$ cat src/rtl/hssl_pkt_dispatcher.sv
// Routes an event-packet stream by key into one of NUM_CHANNELS per-channel FIFOs.
// Unroutable packets and packets stalled too long on a full channel are dropped and counted.
module hssl_pkt_dispatcher #(
    parameter int PACKET_BITS  = 72,
    parameter int NUM_CHANNELS = 8,
    parameter int FIFO_DEPTH   = 4
) (
    input  logic                                        clk,
    input  logic                                        reset,
    input  logic [PACKET_BITS-1:0]                      pkt_data_in,
    input  logic                                        pkt_vld_in,
    output logic                                        pkt_rdy_out,
    input  logic [NUM_CHANNELS-1:0][31:0]               route_key_in,
    input  logic [NUM_CHANNELS-1:0][31:0]               route_mask_in,
    input  logic [NUM_CHANNELS-1:0]                     route_en_in,
    input  logic [7:0]                                  drop_wait_in,
    output logic [NUM_CHANNELS-1:0][PACKET_BITS-1:0]    txpkt_data_out,
    output logic [NUM_CHANNELS-1:0]                     txpkt_vld_out,
    input  logic [NUM_CHANNELS-1:0]                     txpkt_rdy_in,
    output logic [31:0]                                 miss_cnt_out,
    output logic [31:0]                                 drop_cnt_out
);

    localparam int AW = $clog2(FIFO_DEPTH);
    localparam int PW = AW + 1;
    localparam int CW = (NUM_CHANNELS > 1) ? $clog2(NUM_CHANNELS) : 1;

    typedef enum logic {EMPTY, HELD} state_t;

    state_t                   state_reg, state_next;
    logic [PACKET_BITS-1:0]   hold_data_reg;
    logic [CW-1:0]            hold_ch_reg;
    logic                     hold_hit_reg;
    logic [7:0]               wait_cnt_reg, wait_cnt_next;
    logic [31:0]              miss_cnt_reg, drop_cnt_reg;

    logic [NUM_CHANNELS-1:0]  route_hit;
    logic                     route_found;
    logic [CW-1:0]            route_ch;
    logic [NUM_CHANNELS-1:0]  fifo_full;
    logic [NUM_CHANNELS-1:0]  fifo_push;
    logic                     release_now;
    logic                     miss_inc;
    logic                     drop_inc;
    logic                     pkt_rdy;
    logic                     in_xfer;

    genvar gi;
    generate
        for (gi = 0; gi < NUM_CHANNELS; gi++) begin : g_match
            assign route_hit[gi] = route_en_in[gi] &&
                                   ((pkt_data_in[39:8] & route_mask_in[gi]) == route_key_in[gi]);
        end
    endgenerate

    // Descending scan so the lowest matching index is the last one written.
    always_comb begin
        route_found = 1'b0;
        route_ch    = '0;
        for (int i = NUM_CHANNELS - 1; i >= 0; i--) begin
            if (route_hit[i]) begin
                route_found = 1'b1;
                route_ch    = CW'(i);
            end
        end
    end

    always_comb begin
        state_next    = state_reg;
        wait_cnt_next = wait_cnt_reg;
        release_now   = 1'b0;
        miss_inc      = 1'b0;
        drop_inc      = 1'b0;
        fifo_push     = '0;
        if (state_reg == HELD) begin
            if (!hold_hit_reg) begin
                release_now = 1'b1;
                miss_inc    = 1'b1;
            end else if (!fifo_full[hold_ch_reg]) begin
                release_now            = 1'b1;
                fifo_push[hold_ch_reg] = 1'b1;
            end else if (drop_wait_in != 8'd0 && wait_cnt_reg == drop_wait_in - 8'd1) begin
                release_now = 1'b1;
                drop_inc    = 1'b1;
            end else begin
                wait_cnt_next = wait_cnt_reg + 8'd1;
            end
        end
        if (release_now) begin
            wait_cnt_next = 8'd0;
            state_next    = EMPTY;
        end
        pkt_rdy = (state_reg == EMPTY) || release_now;
        in_xfer = pkt_vld_in && pkt_rdy;
        if (in_xfer) begin
            state_next = HELD;
        end
    end

    assign pkt_rdy_out = pkt_rdy;

    always_ff @(posedge clk or posedge reset) begin
        if (reset) begin
            state_reg     <= EMPTY;
            hold_data_reg <= '0;
            hold_ch_reg   <= '0;
            hold_hit_reg  <= 1'b0;
            wait_cnt_reg  <= 8'd0;
            miss_cnt_reg  <= 32'd0;
            drop_cnt_reg  <= 32'd0;
        end else begin
            state_reg    <= state_next;
            wait_cnt_reg <= wait_cnt_next;
            if (in_xfer) begin
                hold_data_reg <= pkt_data_in;
                hold_ch_reg   <= route_ch;
                hold_hit_reg  <= route_found;
            end
            if (miss_inc && miss_cnt_reg != 32'hFFFF_FFFF) begin
                miss_cnt_reg <= miss_cnt_reg + 32'd1;
            end
            if (drop_inc && drop_cnt_reg != 32'hFFFF_FFFF) begin
                drop_cnt_reg <= drop_cnt_reg + 32'd1;
            end
        end
    end

    assign miss_cnt_out = miss_cnt_reg;
    assign drop_cnt_out = drop_cnt_reg;

    generate
        for (gi = 0; gi < NUM_CHANNELS; gi++) begin : g_fifo
            logic [PACKET_BITS-1:0] mem [FIFO_DEPTH];
            logic [PW-1:0]          wr_ptr_reg, rd_ptr_reg;
            logic                   empty;
            logic                   pop;

            assign empty         = (wr_ptr_reg == rd_ptr_reg);
            assign fifo_full[gi] = (wr_ptr_reg[PW-1] != rd_ptr_reg[PW-1]) &&
                                   (wr_ptr_reg[AW-1:0] == rd_ptr_reg[AW-1:0]);
            assign pop           = !empty && txpkt_rdy_in[gi];

            always_ff @(posedge clk) begin
                if (fifo_push[gi]) begin
                    mem[wr_ptr_reg[AW-1:0]] <= hold_data_reg;
                end
            end

            always_ff @(posedge clk or posedge reset) begin
                if (reset) begin
                    wr_ptr_reg <= '0;
                    rd_ptr_reg <= '0;
                end else begin
                    if (fifo_push[gi]) begin
                        wr_ptr_reg <= wr_ptr_reg + PW'(1);
                    end
                    if (pop) begin
                        rd_ptr_reg <= rd_ptr_reg + PW'(1);
                    end
                end
            end

            // Memory contents survive reset, so an empty FIFO presents zero data.
            assign txpkt_vld_out[gi]  = !empty;
            assign txpkt_data_out[gi] = empty ? '0 : mem[rd_ptr_reg[AW-1:0]];
        end
    endgenerate

endmodule

$ cat config.mk
export PLATFORM = sky130hd
export DESIGN_NAME = hssl_pkt_dispatcher
export DESIGN_NICKNAME = d
export VERILOG_FILES = /design/src/rtl/hssl_pkt_dispatcher.sv
export SDC_FILE = /design/constraint.sdc
export NUM_CORES = 2
export LEC_CHECK = 0
export ABC_AREA = 0
export BUFFER_PORTS_ARGS = -buffer_cell sky130_fd_sc_hd__buf_2
export CAP_MARGIN = 20
export CORE_AREA = 2 2 490 492
export CTS_CLUSTER_SIZE = 28
export DETAILED_ROUTE_END_ITERATION = 12
export DIE_AREA = 0 0 492 494
export SKIP_CTS_REPAIR_TIMING = 1
export SYNTH_ARGS = -nofsm -noshare
export SYNTH_HDL_FRONTEND = slang
export SYNTH_SLANG_ARGS = --single-unit
$ cat constraint.sdc
create_clock -name clk -period 6.9 [get_ports clk]
set_input_delay 1.38 -clock clk [delete_from_list [all_inputs] [get_ports clk]]
set_output_delay 1.38 -clock clk [all_outputs]
set_load 0.02 [all_outputs]
==> key figures <==
Status
  – Status: finished clean

Pwr
  – Internal power: 28040 µW
  – Clock power frac: 37.2%
  – Tot Pwr: 38860 µW
  – Power per standard cell area: 320.9 nW/µm²
  – Max IR drop VDD: 0.2486 mV
  – Switching share of power: 27.84%
  – Seq pwr share: 45.9%
  – NetSw: 10820 µW
  – Comb pwr share: 16.9%
  – Pleak: 0.04219 µW

Die
  – Chip height: 494 µm
  – Core Rows: 179
  – I/O pin total: 1260
  – Core area: 237400 µm²
  – Die width: 492 µm
  – DIE AREA: 243000 µm²
  – Initial Util: 42.33%

Worst setup path
  – CP delay by family, top: simple AND/OR/NAND/NOR gates
  – CP max stage delay: 0.91 ns
  – R2r setup slk: 2.05 ns
  – Crit path capture type: output pin
  – Crit-path cells: xor2_1, o41ai_1, o22ai_1, nor3_1, nand2_1, buf_2
  – Startpoint Class: flip-flop
  – Critical path buffers and inverters: 1
  – WS Path Type: reg2out
  – Crit path arrival time: 4.24 ns
  – Crit-path slowest cell: dfrtp_4
  – Worst endpoint required time: 5.52 ns
  – CP Max Fanout: 30

Route
  – Wire per inst: 39.17 µm
  – Drt drc: 0
  – WL final: 398600 µm
  – First DRT Iteration DRCs: 6145
  – Total iterations of the first detailed-routing run: 6
  – Final ANT Viol Nets: 0
  – Via count: 58630
  – Via density: 5.761

Global route
  – Total gr overflow: 0
  – Met3 Usage GRT: 6.260%
  – Largest net degree at the start of global routing: 102
  – Vias in the first global route: 57820
  – Met2 usage in global routing: 53.79%
  – Global router's overall resource usage: 32.33%
  – Initial antenna violation count: 144
  – First-pass GRT wire length: 521000 µm
  – Global route hottest layer: met2
  – Met1 Usage GRT: 37.60%

Placement
  – Port bufs: 1259
  – DP Wirelength: 282100 µm
  – GPL Wtd Cong: 1.066

Timing
  – Clock Skews: 0.05999 ns
  – Worst-Margin Slew: 1.101 ns
  – RSZ-0062 raised after global routing: no
  – Fin crit share: 81.48%
  – Slew Limit Headroom: 26.62%
  – Final Critical Period: 5.622 ns
  – Post-route setup TNS: 0 ns
  – Fin. max-slew vios: 0
  – Endpoints failing setup: 0
  – Max Fclk: 177.9 MHz
  – Final-report hold violation count: 0

Cells and area
  – Area grow syn2layout: 20.50%
  – Max FFs per register: 2304
  – Layout cells sized above 1: 36.89%
  – Layout Nets: 7360

Logic synthesis
  – Distinct cell type count after synthesis: 59
  – Async set-reset flop share out of synthesis: 7.877%
  – Sequential share of the synthesized area: 73.75%
  – Syn Inst Count: 5220
  – Seq cells post-synth: 2501
  – Syn avg cell area: 19.25 µm²
  – Number of synthesized flops with an enable pin: 2304
  – Main synth FF type: edfxtp_1
  – Synth Net Count: 5876
  – Yosys warning count: 0
  – Synthesized area: 100500 µm²

Clocking
  – CTS tree: built
  – Clock Latency Late Sink: 0.95 ns
  – Num CTS Buffers: 281
  – H-Tree Depth: 5
  – CTS Sinks: 2501
  – Clock root buffer: clkbuf_16
  – Clk slew on worst S/H paths: 0.07 ns
  – CTS Buffer Depth: 4

Hold path
  – Worst hold-check path type: in2async

Run
  – Max Cap Violations: 0
## worst register-to-register path: cells and delay by family (launching register included)
kind / cells / cell delay (ns)
AOI/OAI and AO/OA: 2 / 0.64
xor gates and xnor gates: 1 / 0.21
buffers and inverters: 1 / 0.42
DFF: 1 / 0.91
muxes: 1 / 0.41
and+or+nand+nor: 3 / 2.13
## cell usage after synthesis (13+ instances only)
cell,instances,area [µm²]
inv_1,51,191.4
nand2_1,321,1205
nor2_1,76,285.3
nor2b_1,580,3628
clkbuf_1,155,581.8
nand4_1,108,675.7
a21oi_1,13,65.06
mux4_2,576,12970
o21ai_0,14,70.07
xnor2_1,85,744.5
ha_1,45,563.0
and2_1,34,212.7
xor2_1,281,2461
mux2_2,83,934.7
edfxtp_1,2304,69190
buf_1,73,274.0
nor3_1,31,155.2
nor4_1,30,187.7
dfrtp_1,197,4930
nand3_1,46,230.2
and3_1,17,106.4
## layer usage
| metal | up-vias | share of wire, % |
|---|---|---|
| met1 | 31270 | 35 |
| li1 | 23560 | - |
| met3 | 774 | 7.3 |
| met2 | 2981 | 50 |
| met5 | - | 0.084 |
| met4 | 50 | 8.3 |
## kinds of logic after synthesis
| family | after synthesis | share of synthesized area (%) |
|---|---|---|
| and+or+nand+nor | 1293 | 7.049 |
| adders and majority gates | 45 | 0.5602 |
| DFF | 2501 | 73.75 |
| AOI/OAI and AO/OA | 70 | 0.5179 |
| xor gates and xnor gates | 367 | 3.213 |
| muxes | 660 | 13.85 |
| buffers and inverters | 284 | 1.067 |
## power by group through the flow
stage	sequential, µW	clock [µW]	combinational, µW
after global routing	17900	15200	6770
after floorplan	18100	0	3190
after detailed placement	18300	0	6360
after global placement	18300	0	6290
after CTS	18000	14600	6370
final	17800	14500	6560
## cell type report
class | count | area (µm²)
Clock buffer | 353 | 7531
Timing Repair Buffer | 1434 | 8279
Antenna cell | 113 | 282.8
Multi-Input combinational cell | 2435 | 25480
Sequential cell | 2501 | 74180
Inverter | 51 | 198.9
Fill cell | 19540 | 116300
Tap cell | 3167 | 3963
Clock inverter | 123 | 1185
## through the flow
step	instance area [µm²]	util [%]	hold slack, ns	worst slack [ns]	std cells
3_3_place_gp	111400	46.94	0.4732	1.511	9562
2_1_floorplan	100500	-	0.4604	0.1510	5220
4_1_cts	120300	50.66	0.3763	1.262	10040
6_report	121100	51.01	0.4208	1.278	10180
3_5_place_dp	111600	46.99	0.4752	1.694	9567
5_1_grt	121000	50.96	0.4173	1.105	10120
## final timing paths
kind                                    startpoint                 endpoint  cells after the start
setup / recovery           g_fifo[6].rd_ptr_reg[1]              pkt_rdy_out                      6
setup reg to reg           g_fifo[6].rd_ptr_reg[1]        hold_data_reg[38]                      8
hold reg to reg            g_fifo[5].wr_ptr_reg[2]  g_fifo[5].wr_ptr_reg[2]                      1
max in group asynchronous                    reset         hold_data_reg[9]                      3
hold / removal                               reset         drop_cnt_out[23]                      2
min in group clk           g_fifo[5].wr_ptr_reg[2]  g_fifo[5].wr_ptr_reg[2]                      1
## placed cells by master (no fill, tap or decap), drive strengths merged, types with 6 or more instances in the layout
master	netlist	final
and4	8	8
and2	34	34
mux4	576	576
buf	78	1434
bufinv	0	22
nand4	108	108
nor4	30	30
xnor2	85	85
nand2b	7	7
o21ai	14	14
clkbuf	155	353
xor2	281	281
inv	51	57
o2111ai	6	6
nor3b	6	6
ha	45	45
dfrtp	197	197
nand2	321	321
nor2	76	76
edfxtp	2304	2304
a21oi	13	13
nor2b	580	580
clkinvlp	0	6
nor3	32	32
diode	0	113
nand3	46	46
and3b	7	7
a21boi	8	8
clkinv	0	89
mux2	83	83
and3	17	17
(Power assumes the default switching activity.)
